**src/rtl/div_sequencer.sv**
```systemverilog
// Multi-cycle radix-2 restoring divider controller for MIPS DIV/DIVU in the E stage.
// Optional DIV_ZERO_FAST_EN: adds div_zero and a one-cycle divide-by-zero path.
module div_sequencer #(
  parameter int unsigned WIDTH = 32
) (
  input  logic             clk,
  input  logic             rst,
  input  logic             start,
  input  logic             signed_div,
  input  logic             annul,
  input  logic [WIDTH-1:0] dividend,
  input  logic [WIDTH-1:0] divisor,
  output logic             div_stall,
  output logic             ready,
  output logic [WIDTH-1:0] hi,
  output logic [WIDTH-1:0] lo
`ifdef DIV_ZERO_FAST_EN
  ,
  output logic             div_zero
`endif
);

  localparam int unsigned CW = $clog2(WIDTH) + 1;

  typedef enum logic [1:0] {IDLE, CALC, DONE} state_t;

  state_t           state, state_nxt;
  logic [CW-1:0]    count;
  logic [WIDTH-1:0] rem, quo, dvsr;
  logic             neg_q, neg_r;

  logic             accept;
  logic             last_iter;
  logic             zero_fast;
  logic [WIDTH-1:0] abs_dividend, abs_divisor;
  logic [WIDTH:0]   rem_sh;
  logic [WIDTH:0]   diff;
  logic             trial_ok;
  logic [WIDTH-1:0] rem_step, quo_step;

  assign accept    = (state == IDLE) && start && !annul;
  assign last_iter = (state == CALC) && (count == CW'(WIDTH - 1));

`ifdef DIV_ZERO_FAST_EN
  assign zero_fast = (divisor == '0);
`else
  assign zero_fast = 1'b0;
`endif

  assign abs_dividend = (signed_div && dividend[WIDTH-1]) ? -dividend : dividend;
  assign abs_divisor  = (signed_div && divisor[WIDTH-1])  ? -divisor  : divisor;

  // rem < dvsr keeps rem_sh below 2*dvsr, so bit WIDTH of the difference is its sign
  assign rem_sh   = {rem, quo[WIDTH-1]};
  assign diff     = rem_sh - {1'b0, dvsr};
  assign trial_ok = ~diff[WIDTH];
  assign rem_step = trial_ok ? diff[WIDTH-1:0] : rem_sh[WIDTH-1:0];
  assign quo_step = {quo[WIDTH-2:0], trial_ok};

  always_ff @(posedge clk or posedge rst) begin
    if (rst) state <= IDLE;
    else     state <= state_nxt;
  end

  // Next state and the combinational stall request
  always_comb begin
    state_nxt = state;
    div_stall = 1'b0;
    case (state)
      IDLE: begin
        div_stall = start;
        if (start) state_nxt = zero_fast ? DONE : CALC;
      end
      CALC: begin
        div_stall = 1'b1;
        if (last_iter) state_nxt = DONE;
      end
      DONE:    state_nxt = IDLE;
      default: state_nxt = IDLE;
    endcase
    if (annul) begin
      div_stall = 1'b0;
      state_nxt = IDLE;
    end
  end

  // Datapath: operand capture, iteration, and sign-fixed result capture
  always_ff @(posedge clk or posedge rst) begin
    if (rst) begin
      count <= '0;
      rem   <= '0;
      quo   <= '0;
      dvsr  <= '0;
      neg_q <= 1'b0;
      neg_r <= 1'b0;
      ready <= 1'b0;
      hi    <= '0;
      lo    <= '0;
`ifdef DIV_ZERO_FAST_EN
      div_zero <= 1'b0;
`endif
    end else begin
      ready <= 1'b0;
`ifdef DIV_ZERO_FAST_EN
      div_zero <= 1'b0;
`endif
      case (state)
        IDLE: begin
          if (accept) begin
            count <= '0;
            rem   <= '0;
            quo   <= abs_dividend;
            dvsr  <= abs_divisor;
            neg_q <= signed_div & (dividend[WIDTH-1] ^ divisor[WIDTH-1]);
            neg_r <= signed_div & dividend[WIDTH-1];
            if (zero_fast) begin
              ready <= 1'b1;
              lo    <= '1;
              hi    <= dividend;
`ifdef DIV_ZERO_FAST_EN
              div_zero <= 1'b1;
`endif
            end
          end
        end
        CALC: begin
          if (!annul) begin
            rem   <= rem_step;
            quo   <= quo_step;
            count <= count + CW'(1);
            if (last_iter) begin
              ready <= 1'b1;
              lo    <= neg_q ? -quo_step : quo_step;
              hi    <= neg_r ? -rem_step : rem_step;
            end
          end
        end
        default: ;
      endcase
    end
  end

endmodule

```
**config.mk**
```make
export PLATFORM = sky130hd
export DESIGN_NAME = div_sequencer
export DESIGN_NICKNAME = d
export VERILOG_FILES = /design/src/rtl/div_sequencer.sv
export SDC_FILE = /design/constraint.sdc
export NUM_CORES = 1
export LEC_CHECK = 0
export CAP_MARGIN = 10
export CORE_ASPECT_RATIO = 0.7
export CORE_MARGIN = 2
export CORE_UTILIZATION = 40
export CTS_CLUSTER_SIZE = 10
export DETAILED_ROUTE_END_ITERATION = 8
export PLACE_DENSITY = 0.59
export SYNTH_ARGS = -nofsm -noshare
export SYNTH_HDL_FRONTEND = slang
export SYNTH_SLANG_ARGS = --single-unit
export TNS_END_PERCENT = 10
```
**constraint.sdc**
```tcl
create_clock -name clk -period 6.65 [get_ports clk]
set_input_delay 1.6625 -clock clk [delete_from_list [all_inputs] [get_ports clk]]
set_output_delay 1.6625 -clock clk [all_outputs]
set_load 0.02 [all_outputs]
```
Word-level counts from Yosys, hierarchy flattened
Cells that the tools add are included.

Output and inout port bits: 66. Input port bits: 69. Register bits: 171. Word-level logic and storage cells: 62.

Reduce and logical (&&, ||, !) cells: 12. Add/sub/neg operators: 6. Bitwise logic cells: 5. Eq/ne operators: 6. Mux-type cells: 23.

Operator list (number): 32-bit two-way mux (9); 32-bit negation (4); 32-bit case mux with 2 select lines (2); 33-bit by 32-bit subtractor with 33-bit output (1); 6-bit two-way mux (2); 6-bit case mux with 2 select lines (1); 6-bit by 1-bit adder with 6-bit output (second input constant) (1); 6-bit by 5-bit == test with 1-bit output (second input constant) (1); 2-bit two-way mux (3); 3-bit inequality test (second input constant) (2); 3-bit AND reduction (2); 1-bit logical AND (5); 1-bit two-way mux (4); 2-bit inequality test (second input constant) (2); 2-bit case mux with 2 select lines (1); 2-bit AND reduction (2); 1-bit AND (2); 2-bit by 1-bit == test with 1-bit output (second input constant) (1); 2-bit logical NOT (1); 1-bit NOT (2); 1-bit case mux with 2 select lines (1); 2-bit nonzero test (1); 1-bit logical NOT (1); 1-bit XOR (1).

Longest topological paths before layout
Depth after elaboration: 5. Gate-level depth with buffers: 23. Depth with buffers taken out: 20.

Worst setup path after synthesis
OpenSTA, ideal clock, no wires.

Path type: flip-flop to flip-flop. Start: register quo[31]. End: register hi[26]. Setup time: 0.135 ns. Path buffers: 3. Cell stages (with the launch flop): 24. Required time: 6.515 ns. Arrival: 4.637 ns. Period minus slack after synthesis: 4.772 ns. Setup slack: 1.878 ns. Cells stage by stage: dfrtp_1 -> inv_1 -> ha_1 -> fa_1 -> nand2b_1 -> a21boi_4 -> o21ai_1 -> a21oi_1 -> o21a_1 -> nor2_2 -> inv_2 -> buf_2 -> buf_1 -> buf_1 -> nor2_1 -> a21oi_1 -> ha_1 -> inv_1 -> a2111oi_0 -> a41o_1 -> nand4_1 -> o31ai_1 -> xor2_1 -> o21ai_0.

Word-level cells in the longest chain between the ends: 4.

RTL lines: start: declaration (line 29) `logic [WIDTH-1:0] rem, quo, dvsr;`; start signal: assignment (line 112) `quo <= abs_dividend;`; start signal: assignment (line 129) `quo <= quo_step;`; 33-bit by 32-bit subtractor with 33-bit output (line 55) `assign diff = rem_sh - {1'b0, dvsr};`; 32-bit two-way mux * (line 57) `assign rem_step = trial_ok ? diff[WIDTH-1:0] : rem_sh[WIDTH-1:0];`; 32-bit negation (line 134) `hi <= neg_r ? -rem_step : rem_step;`; 32-bit two-way mux * (line 134); end signal: assignment (line 119) `hi <= dividend;`; end signal: assignment (line 134); end: declaration (line 15) `output logic [WIDTH-1:0] hi,`.

Mark *: on every way between the ends. The rest lies on a longest branch, timed or not. A chain may end at the register's enable or synchronous reset.

Worst setup path in the final report
Same ends and word-level chain as after synthesis.

==> implementation parameters <==
Parameter                              Value

Placed design
  Routability Congestion ... 0.872
  HPWL after DPL ... 26.0 mm
  Number of buffers inserted by port buffering ... 134

Power and ir drop
  Peak VDD IR ... 209 uV
  Fraction of power consumed by the clock network ... 0.217
  Switching share of power ... 0.449
  Power density relative to cell area ... 365 mW/mm^2
  Static Leak ... 5.91 nW
  Internal power component ... 2.83 mW
  Power spent charging and discharging nets ... 2.30 mW
  Combinational group share of total power ... 0.520
  Total power after layout ... 5.13 mW
  Sequential Power Share ... 0.263

Die
  Die H ... 147 um
  Total Die Area ... 0.0308 mm^2
  Number of rows in the core area ... 52
  I/O pin count ... 135
  Starting utilization of the core area ... 0.407
  Floorplan die width ... 209 um
  Core region area ... 0.0289 mm^2

Min path
  Hold crit path type ... register to register
  Worst hold stages ... 2
  Hold path endpoint ... lo[29]$_DFFE_PP0P_
  Min-Delay Startpoint ... lo[29]$_DFFE_PP0P_

Synthesis
  Number of flops mapped to enable cells by yosys ... 0
  Seq cells post-synth ... 171
  Share of flip-flops with an asynchronous set or reset after synthesis ... 1.00
  Synth cell types ... 81
  Adder-cell area share of the yosys netlist ... 0.0411
  Yosys synthesis warning count ... 0
  Xor/xnor cell area share of the yosys netlist ... 0.102
  Count of mapped cells out of synthesis ... 1,429
  Combinational family with the most area after synthesis ... compound AO/OA/AOI/OAI gates
  Compound-gate portion of the synthesized area ... 0.243
  Post-synthesis simple-gate area fraction ... 0.183
  Post-synthesis cell area ... 0.0118 mm^2
  Top flip-flop cell by instance count after synthesis ... sky130_fd_sc_hd__dfrtp_1
  Mapped Avg Cell Area ... 8.23 um^2
  Share of synthesized area spent on multiplexers ... 0.0217
  Seq/Total Area, Yosys ... 0.364
  Net count after synthesis ... 1,536

Global route
  Global-route wire length before repair ... 55.9 mm
  Via count of the first global-routing pass ... 10,000
  Global router's overall resource usage ... 0.229
  Number of antenna violations at the first check in global routing ... 0
  Pin count of the biggest net entering global routing ... 91
  Overflow left after global routing ... 0

Clock network
  Clock Root Buffer ... sky130_fd_sc_hd__clkbuf_16
  # hold bufs at CTS ... 0
  Sinks on the clock net ... 171
  Buffers from clock root to sink, at most ... 2
  Count of H-tree levels built during CTS ... 4
  TritonCTS clock tree ... yes
  Setup bufs post-CTS ... 0
  Total of cells resized after clock tree synthesis ... 0
  Source-to-sink clock delay at the later pin of the worst-skew pair ... 450 ps
  Cts bufs inserted ... 17
  Clock input transition at the sequential cells of the worst setup and hold paths ... 70 ps

STA
  Final count of hold timing violations ... 0
  Min cycle time layout ... 5130 ps
  Portion of the clock cycle consumed by the worst path in the final layout ... 0.771
  Normalized max-slew margin ... 0.319
  Setup TNS Final ... 0 ps
  Final worst clock skew ... 13.6 ps
  Count of pins over their slew limit ... 0
  Worst hold-check slack ... 477 ps
  Number of endpoints failing setup at the final stage ... 0
  Least-Margin Pin Slew ... 996 ps
  Peak clock frequency supported by timing ... 195 MHz
  Setup repair after global routing missed its margin ... no

Cells and area
  Growth of design area from synthesis to finish ... 19.4%
  Antenna Cells ... 0
  Share of the core filled with cells in the final layout ... 0.486
  Fillers ... 2,861
  Total number of nets in the final design ... 1,630
  Most common cell after layout, fill and taps aside ... sky130_fd_sc_hd__nand2_1
  Share of cells above drive strength 1 ... 0.0462
  Commonest cells after routing, fill and taps aside ... 210 x sky130_fd_sc_hd__nand2_1, 203 x sky130_fd_sc_hd__o21ai_0, 171 x sky130_fd_sc_hd__dfrtp_1

Route
  Post-route ant nets ... 0
  DRC violation total after the first TritonRoute iteration ... 785
  Iteration count of the initial detailed-routing pass ... 9
  Detailed-route wire length ... 34.8 mm
  # DRC ... 0
  Post-detailed-route via-to-cell ratio ... 5.62
  Vias post-DR ... 10,800
  Final routed wire length divided by cell count ... 18.2 um

Worst setup path
  Number of cells on the worst reg-to-reg path ... 20
  Worst-path cell chain ... inv_1 > ha_1 > fa_1 > nand2b_1 > a21boi_4 > o21ai_1 > a21oi_1 > o21a_1 > nor2_4 > inv_2 > nor2_1 > a21oi_1 > ha_1 > inv_1 > a2111oi_0 > a41o_1 > nand4_1 > o31ai_1 > xor2_1 > o21ai_0
  R2R Setup Slk ... 1520 ps
  Cell with the largest stage delay on the worst path ... sky130_fd_sc_hd__o21a_1
  Kind of launch point of the worst setup path ... register
  Worst reg2reg startpoint ... quo[31]$_DFFE_PP0P_
  Data arrival time of the critical path ... 5450 ps
  Crit Reg-Reg Endpoint ... hi[26]$_DFFE_PP0P_
  Critical Setup Path Class ... register to register
  Delay of the slowest cell on the worst path ... 410 ps
  Required time at the endpoint of the critical path ... 6970 ps
  Sort of element at the end of the critical path ... register
  Crit-path max FO ... 14

Run
  Max Cap Violations ... 0

Status
  Result of the run ... finished clean
power groups by stage:
stage          Combinational (mW)  Sequential [mW]  Clock, mW
6_report                     2.67             1.35       1.11
5_1_grt                      2.94             1.37       1.17
4_1_cts                      2.64             1.35       1.13
3_5_place_dp                 2.63             1.36          0
3_3_place_gp                 2.61             1.36          0
2_1_floorplan                2.02             1.30          0
sequential cells by signal, indices dropped and copies added (netlist names), 2 cells and up:
register  count
lo           32
count         6
hi           32
rem          32
dvsr         32
quo          32
state         2
cells by family after synthesis:
| logic type | Yosys count |
|---|---|
| adders and majority gates | 38 |
| DFF | 171 |
| buffers and inverters | 133 |
| muxes | 25 |
| xor gates and xnor gates | 137 |
| and+or+nand+nor | 463 |
| AOI/OAI and AO/OA | 462 |
per-layer routing:
layer	vias to the layer above	track usage	wire [um]
met4	0	0.0486	461
met2	283	0.329	14700
met1	5157	0.359	17900
met5	-	0	0
met3	30	0.0374	1710
li1	5291	-	-
per-stage QoR:
step	cell area (um^2)	cells	setup slack [ps]
floorplan	11800	1429	356
global placement	13400	1882	1630
detailed placement	13400	1882	1610
CTS	14000	1914	1580
global route	14000	1914	1150
finish	14000	1914	1520
worst max-delay path by stage:
stage | from | end | slack (ps) | cells past startpoint
floorplan | rst | count[0]$_DFFE_PP0P_ | 360 | 1
global placement | annul | div_stall | 1630 | 5
detailed placement | annul | div_stall | 1610 | 5
CTS | quo[31]$_DFFE_PP0P_ | hi[26]$_DFFE_PP0P_ | 1580 | 20
global route | quo[31]$_DFFE_PP0P_ | hi[26]$_DFFE_PP0P_ | 1150 | 20
finish | quo[31]$_DFFE_PP0P_ | hi[26]$_DFFE_PP0P_ | 1520 | 20
area by class of cell:
cell class | instances | area [um^2] | share of cell area
Multi-Input combinational cell | 1125 | 6990 | 0.497
Sequential cell | 171 | 4280 | 0.305
Timing Repair Buffer | 146 | 1430 | 0.102
Tap cell | 378 | 473 | 0.0337
Clock buffer | 18 | 429 | 0.0306
Inverter | 62 | 238 | 0.0169
Clock inverter | 14 | 210 | 0.0150
worst max-delay path: cells and delay by family (launching register included):
| kind | cells | cell delay (ps) |
|---|---|---|
| AOI/OAI and AO/OA | 9 | 2370 |
| adders and majority gates | 3 | 1000 |
| DFF | 1 | 400 |
| buffers and inverters | 3 | 420 |
| and+or+nand+nor | 4 | 640 |
| xor gates and xnor gates | 1 | 160 |
synthesized netlist by cell type, drive strengths merged (13+ instances only):
library cell  instances  area, um^2
mux2i                21         210
nor3                 38         195
nand4                16         106
nand2               211         792
a21oi                80         412
a31oi                18         119
a22oi                30         225
xnor2                73         639
dfrtp               171        4280
xor2                 64         561
inv                  61         229
or3                  13        86.3
ha                   37         463
o31ai                27         203
clkbuf               55         206
nand3                22         115
o21ai               215        1080
nor2                 85         322
buf                  16        87.6
nand2b               13        81.3
nor4                 16         106
Power figures use the tool's default switching activity.
